[src/rtl/recv_encrypted_pkg.sv]
// -----------------------------------------------------------------------------
// recv_encrypted_pkg
// Shared constants, state encoding and the keystream step function for the
// serial word receiver/decryptor.
// -----------------------------------------------------------------------------
package recv_encrypted_pkg;

  // Default word width; the keystream generator is exactly this wide.
  localparam int WORD_SIZE_DEFAULT = 23;

  // Keystream LFSR geometry: x^23 + x^18 + 1, feedback from bits 22 and 17.
  localparam int LFSR_WIDTH  = 23;
  localparam int LFSR_TAP_HI = 22;
  localparam int LFSR_TAP_LO = 17;

  // Counter widths.
  localparam int INDEX_WIDTH  = 13;
  localparam int BITCNT_WIDTH = 6;

  // Receiver control states.
  typedef enum logic [1:0] {
    IDLE = 2'd0,
    RECV = 2'd1,
    DONE = 2'd2
  } state_t;

  // One keystream step: shift left, feed the tap XOR into the LSB.
  function automatic logic [LFSR_WIDTH-1:0] lfsr_next(input logic [LFSR_WIDTH-1:0] s);
    logic w_fb;
    w_fb = s[LFSR_TAP_HI] ^ s[LFSR_TAP_LO];
    return {s[LFSR_WIDTH-2:0], w_fb};
  endfunction

endpackage

[src/rtl/recv_encrypted_if.sv]
// -----------------------------------------------------------------------------
// recv_encrypted_if
// Link-side bundle of the receiver.
//   start      : begin reception (driven by the master)
//   serial_in  : serial data, MSB first (driven by the master)
//   word_out   : decrypted word (driven by the receiver)
//   word_valid : one-cycle strobe for word_out/word_index (receiver)
//   word_index : index of the word on word_out (receiver)
//   done       : all words delivered (receiver)
// -----------------------------------------------------------------------------
interface recv_encrypted_if
  import recv_encrypted_pkg::*;
#(
  parameter int WORD_SIZE = WORD_SIZE_DEFAULT
) ();

  logic                   start;
  logic                   serial_in;
  logic [WORD_SIZE-1:0]   word_out;
  logic                   word_valid;
  logic [INDEX_WIDTH-1:0] word_index;
  logic                   done;

  modport master (
    output start,
    output serial_in,
    input  word_out,
    input  word_valid,
    input  word_index,
    input  done
  );

  modport slave (
    input  start,
    input  serial_in,
    output word_out,
    output word_valid,
    output word_index,
    output done
  );

endinterface

[src/rtl/recv_encrypted_lfsr_keystream.sv]
// -----------------------------------------------------------------------------
// lfsr_keystream
// 23-bit Fibonacci LFSR supplying one keystream word per received word.
//   clk     : system clock
//   reset   : synchronous active-high, loads seed
//   advance : step the LFSR once on this edge
//   seed    : initial state (must be nonzero)
//   key     : current LFSR state, used as the keystream word
// -----------------------------------------------------------------------------
module lfsr_keystream
  import recv_encrypted_pkg::*;
(
  input  logic                  clk,
  input  logic                  reset,
  input  logic                  advance,
  input  logic [LFSR_WIDTH-1:0] seed,
  output logic [LFSR_WIDTH-1:0] key
);

  logic [LFSR_WIDTH-1:0] r_state;

  // LFSR state: reload seed on reset, step once per delivered word.
  always_ff @(posedge clk) begin
    if (reset) begin
      r_state <= seed;
    end else if (advance) begin
      r_state <= lfsr_next(r_state);
    end else begin
      r_state <= r_state;
    end
  end

  assign key = r_state;

endmodule

[src/rtl/recv_encrypted.sv]
// -----------------------------------------------------------------------------
// recv_encrypted
// Serial receiver and decryptor. Samples one bit per clock (MSB first),
// assembles WORD_SIZE-bit words and XORs each with the next keystream word.
//   clk   : system clock
//   reset : synchronous active-high reset, highest priority
//   bus   : recv_encrypted_if.slave (start, serial_in in; word_out,
//           word_valid, word_index, done out)
// Parameters: WORDS (words per message), WORD_SIZE (must be 23),
//             SEED (keystream seed, must be nonzero).
// -----------------------------------------------------------------------------
module recv_encrypted
  import recv_encrypted_pkg::*;
#(
  parameter int                    WORDS     = 153,
  parameter int                    WORD_SIZE = WORD_SIZE_DEFAULT,
  parameter logic [LFSR_WIDTH-1:0] SEED      = 23'h000001
) (
  input  logic              clk,
  input  logic              reset,
  recv_encrypted_if.slave   bus
);

  localparam logic [BITCNT_WIDTH-1:0] BIT_RELOAD = BITCNT_WIDTH'(WORD_SIZE - 1);
  localparam logic [INDEX_WIDTH-1:0]  LAST_IDX   = INDEX_WIDTH'(WORDS - 1);

  // Elaboration-time parameter checks.
  generate
    if (SEED == 23'd0) begin : g_bad_seed
      $error("recv_encrypted: SEED must be nonzero");
    end
    if (WORD_SIZE != LFSR_WIDTH) begin : g_bad_width
      $error("recv_encrypted: WORD_SIZE must equal the 23-bit keystream width");
    end
    if ((WORDS < 1) || (WORDS > (1 << INDEX_WIDTH))) begin : g_bad_words
      $error("recv_encrypted: WORDS out of range for the word index");
    end
  endgenerate

  state_t                  r_state;
  // Only the low WORD_SIZE-1 bits of the shift register are ever read: the
  // completed word is formed from them plus the bit arriving on that edge.
  logic [WORD_SIZE-2:0]    r_shift;
  logic [BITCNT_WIDTH-1:0] r_bit_cnt;
  logic [INDEX_WIDTH-1:0]  r_word_cnt;
  logic [WORD_SIZE-1:0]    r_word_out;
  logic                    r_word_valid;
  logic [INDEX_WIDTH-1:0]  r_word_index;
  logic                    r_done;

  logic [LFSR_WIDTH-1:0]   w_key;
  logic [WORD_SIZE-1:0]    w_word_full;
  logic                    w_word_end;
  logic                    w_last_word;

  // Word completes on the RECV edge where the bit counter has run down.
  assign w_word_full = {r_shift, bus.serial_in};
  assign w_word_end  = (r_state == RECV) && (r_bit_cnt == 6'd0);
  assign w_last_word = (r_word_cnt == LAST_IDX);

  lfsr_keystream u_keystream (
    .clk     (clk),
    .reset   (reset),
    .advance (w_word_end),
    .seed    (SEED),
    .key     (w_key)
  );

  // Receiver FSM with shift register, counters and registered outputs.
  always_ff @(posedge clk) begin
    if (reset) begin
      r_state      <= IDLE;
      r_shift      <= '0;
      r_bit_cnt    <= BIT_RELOAD;
      r_word_cnt   <= 13'd0;
      r_word_out   <= '0;
      r_word_valid <= 1'b0;
      r_word_index <= 13'd0;
      r_done       <= 1'b0;
    end else begin
      case (r_state)
        IDLE: begin
          r_word_valid <= 1'b0;
          if (bus.start) begin
            // The start edge itself samples nothing.
            r_state   <= RECV;
            r_bit_cnt <= BIT_RELOAD;
          end else begin
            r_state <= IDLE;
          end
        end
        RECV: begin
          r_shift <= w_word_full[WORD_SIZE-2:0];
          if (r_bit_cnt == 6'd0) begin
            r_word_out   <= w_word_full ^ w_key;
            r_word_index <= r_word_cnt;
            r_word_valid <= 1'b1;
            r_word_cnt   <= r_word_cnt + 13'd1;
            r_bit_cnt    <= BIT_RELOAD;
            if (w_last_word) begin
              // done rises together with the last strobe.
              r_state <= DONE;
              r_done  <= 1'b1;
            end else begin
              r_state <= RECV;
            end
          end else begin
            r_word_valid <= 1'b0;
            r_bit_cnt    <= r_bit_cnt - 6'd1;
          end
        end
        DONE: begin
          r_word_valid <= 1'b0;
          r_done       <= 1'b1;
        end
        default: begin
          r_state      <= IDLE;
          r_word_valid <= 1'b0;
        end
      endcase
    end
  end

  assign bus.word_out   = r_word_out;
  assign bus.word_valid = r_word_valid;
  assign bus.word_index = r_word_index;
  assign bus.done       = r_done;

endmodule

[src/flat_wrapper.sv]
// flat-port wrapper written by rule: the top's interface ports become plain ports
module recv_encrypted_flat import recv_encrypted_pkg::*;
#(
  parameter int                    WORDS     = 153,
  parameter int                    WORD_SIZE = WORD_SIZE_DEFAULT,
  parameter logic [LFSR_WIDTH-1:0] SEED      = 23'h000001
)
  (clk, reset, bus_start, bus_serial_in, bus_word_out, bus_word_valid, bus_word_index, bus_done);
  recv_encrypted_if #(.WORD_SIZE(WORD_SIZE)) bus_i ();
  input  logic clk;
  input  logic reset;
  input wire logic [$bits(bus_i.start)-1:0] bus_start;
  input wire logic [$bits(bus_i.serial_in)-1:0] bus_serial_in;
  output wire logic [$bits(bus_i.word_out)-1:0] bus_word_out;
  output wire logic [$bits(bus_i.word_valid)-1:0] bus_word_valid;
  output wire logic [$bits(bus_i.word_index)-1:0] bus_word_index;
  output wire logic [$bits(bus_i.done)-1:0] bus_done;
  assign bus_i.start = bus_start;
  assign bus_i.serial_in = bus_serial_in;
  assign bus_word_out = bus_i.word_out;
  assign bus_word_valid = bus_i.word_valid;
  assign bus_word_index = bus_i.word_index;
  assign bus_done = bus_i.done;
  recv_encrypted #(.WORDS(WORDS), .WORD_SIZE(WORD_SIZE), .SEED(SEED)) u_core (.clk(clk), .reset(reset), .bus(bus_i));
endmodule
[config.mk]
export PLATFORM = sky130hd
export DESIGN_NAME = recv_encrypted_flat
export DESIGN_NICKNAME = d
export VERILOG_FILES = /design/src/rtl/recv_encrypted_pkg.sv /design/src/rtl/recv_encrypted_if.sv /design/src/rtl/recv_encrypted_lfsr_keystream.sv /design/src/rtl/recv_encrypted.sv /design/src/flat_wrapper.sv
export SDC_FILE = /design/constraint.sdc
export NUM_CORES = 1
export LEC_CHECK = 0
export ABC_AREA = 1
export ABC_CLOCK_PERIOD_IN_PS = 5550
export CAP_MARGIN = 15
export CORE_MARGIN = 2
export CORE_UTILIZATION = 50
export DETAILED_ROUTE_END_ITERATION = 10
export HOLD_SLACK_MARGIN = 0.12
export PLACE_DENSITY = 0.82
export SYNTH_ARGS = -nofsm -noshare
export SYNTH_HDL_FRONTEND = slang
export SYNTH_HIERARCHICAL = 1
export SYNTH_SLANG_ARGS = --single-unit
[constraint.sdc]
create_clock -name clk -period 5.55 [get_ports clk]
set_input_delay 1.3875 -clock clk [delete_from_list [all_inputs] [get_ports clk]]
set_output_delay 1.3875 -clock clk [all_outputs]
set_load 0.005 [all_outputs]
==> metrics.txt <==
post-synthesis cell count=between 500 and 600; Yosys top cell area share=36.81%; initial antenna violation count=0; cell taking the most area after synthesis=dfxtp_1; vias in the first global route=roughly 3,300; Cell Area, Placed=a little under 0.005 mm2; final hold violations=0; core outline area=roughly 0.0086 mm2; main combinational cell family by area after synthesis=simple AND/OR/NAND/NOR gates; ys flop type=dfxtp_1; FP Rows=34; WHS=roughly 0.46 ns; Detailed Place HPWL=roughly 5.5 mm; Die ar.=0.009578 mm2; GRT overflow=0; Tmin final=approximately 3.2 ns; starting density of the core=between 50% and 60%; Setup Total Neg Slack=0 ns; nets=600; CP max FO=49; CTS Buf Count=9; postcts setup bufs=0; Die Height=approximately 98 um; DR pass1 iterations=4; class of the most critical setup path=input port to flip-flop; Avg Cell Area, Syn=8.113 um2; Final Max Tran Viols=0; clk_skew=0.01082 ns; top post-synthesis cells by count=nand2_1 (114), dfxtp_1 (81), nor2_1 (81); crit share post-route=roughly 58%; DRT iter0 DRCs=~200; worst rel slew slack=between 30 and 40%; Yosys reg bits=104; Synth cell types=29; WL/cell=between 10 and 15 um; # diodes=0; CP required=between 5 and 6 ns; Post-CTS Hold Buffers=0; IO Count=42; Seq. cell area=between 0.002 and 0.0025 mm2; Resized cells post-CTS=0; RSZ-0062 raised after global routing=no; GRT Resource Usage Total=18.50%; layout cells sized above 1=under 10%; P per Cell Area=~280 mW/mm2; Yosys warnings=6; Reg clk slew, reported paths=around 0.090 ns; CTS tree=done; P_leak=approximately 2.1 nW; Tot Pwr=~1.4 mW; final setup fails=0; Async SR Flop Fraction=0%; post-synthesis compound-gate area fraction=approximately 13%; largest net degree at the start of global routing=87; xor/xnor share of the synthesized area=~4.8%; die width=between 90 and 100 um; Post-synth EDFFs=23; MaxCap Viol Count=0; Placer Congestion=0.8908; Worst EP arrival=roughly 3.4 ns; Hold Path Class=flip-flop to flip-flop; top-count cell post-synth=nand2_1; DRC=0; CTS max path bufs=2; Num Clock Sinks=between 100 and 150; H-Tree Depth=3; Synth Area in Adders=~1.1%; via count=3,536; Worst Max-Slew Pin Slew=1.047 ns; Final ANT Viol Nets=0; crit path launch type=input port; global-route wire length before repair=roughly 15 mm; area of the multi-input gates=about 0.0018 mm2; synth top area cells=dfxtp_1 (37%), edfxtp_1 (16%), nand2_1 (9.7%); CP Capture Type=flip-flop; Peak VDD IR=166.6 uV; worst skew pair latency=between 0.3 and 0.4 ns; WL final=about 8.6 mm; FILL cells=751; post-synthesis mux area share=0%; simple-gate share of the synthesized area=a little over a fifth; post-route cell area=around 0.0051 mm2; Fmax=around 310 MHz; port bufs=slightly above 40; post-layout util=58.92%; P&R area growth vs syn=15.51%; register area share after synthesis=between 50% and 60%; CTS Root Cell=clkbuf_8; Vias/cell=5.016; post-synthesis cell area=approximately 0.0044 mm2; outcome=finished clean
## cells in the final DEF, fill, tap and decap left out, drive strengths merged, types with 4 or more instances in the layout
cell type | synthesis | final
nor2 | 83 | 83
edfxtp | 23 | 23
ha | 4 | 4
nand3 | 19 | 19
clkbuf | 11 | 9
conb | 2 | 23
a21oi | 43 | 43
nand2 | 119 | 119
nand4 | 5 | 5
dfxtp | 81 | 81
o21ai | 68 | 68
xnor2 | 23 | 23
clkinv | 1 | 5
clkdlybuf4s50 | 0 | 41
inv | 39 | 39
## layout make-up
cell class | count | share of cell area [%]
flip-flops and latches | 104 | 45.44
multi-input cells | 393 | 36.22
repair buffers | 44 | 8.507
inverters | 40 | 3.049
well taps | 108 | 2.656
clock buffers | 9 | 2.434
clock inverters | 7 | 1.697
## critical path, stage by stage
cell and delay [ns]:
clkdlybuf4s50_1 0.46, buf_4 0.34, clkinv_1 0.52, buf_4 0.45, o21ai_0 0.16, a21oi_1 0.06
## cells by family (layout without fill, tap and decap cells)
| family | after synthesis | count (layout) |
|---|---|---|
| buffers and inverters | 67 | 100 |
| DFF | 104 | 104 |
| AOI/OAI and AO/OA | 111 | 111 |
| adders and majority gates | 4 | 4 |
| xor gates and xnor gates | 24 | 24 |
| other | 2 | 23 |
| and+or+nand+nor | 231 | 231 |
## state kept, by name, summed over array words and instances (netlist names)
name,flops
u_core/bus.word_out,23
u_core/u_keystream/key,23
u_core/r_shift,22
u_core/bus.word_index,13
u_core/r_word_cnt,13
u_core/r_bit_cnt,6
u_core/r_state,2
u_core/bus.done,1
u_core/bus.word_valid,1
## final timing paths
path	startpoint	end	slack, ns	depth (start not counted)
max reg2reg	u_core/r_state[0]$_SDFFE_PP0P_	u_core/u_keystream/key[8]$_DFFE_PP_	2.92	5
min	u_core/bus.done$_SDFFE_PP0P_	u_core/bus.done$_SDFFE_PP0P_	0.46	2
max	reset	u_core/bus.word_index[9]$_SDFFE_PP0P_	2.35	6
min reg2reg	u_core/bus.done$_SDFFE_PP0P_	u_core/bus.done$_SDFFE_PP0P_	0.46	2
## metal layers
layer	wire, um	vias to the layer above	track usage [%]
met5	0	-	0
met4	82	0	4.060
met3	401	10	5.225
met2	4170	82	31.56
met1	3926	1624	23.47
li1	-	1820	-
## stage by stage
stage / setup WS [ns] / instances
3_3_place_gp: 2.053 / 689
6_report: 2.352 / 705
2_1_floorplan: 3.097 / 564
5_1_grt: 2.133 / 705
4_1_cts: 2.356 / 705
3_5_place_dp: 1.981 / 689
## where the power goes
group          switching (mW)  leakage (nW)  total, mW  internal [mW]
registers              0.0219         0.886      0.824          0.802
logic                  0.0591          1.12     0.0959         0.0368
clock network           0.246         0.106      0.496          0.250
(Power assumes the default switching activity.)
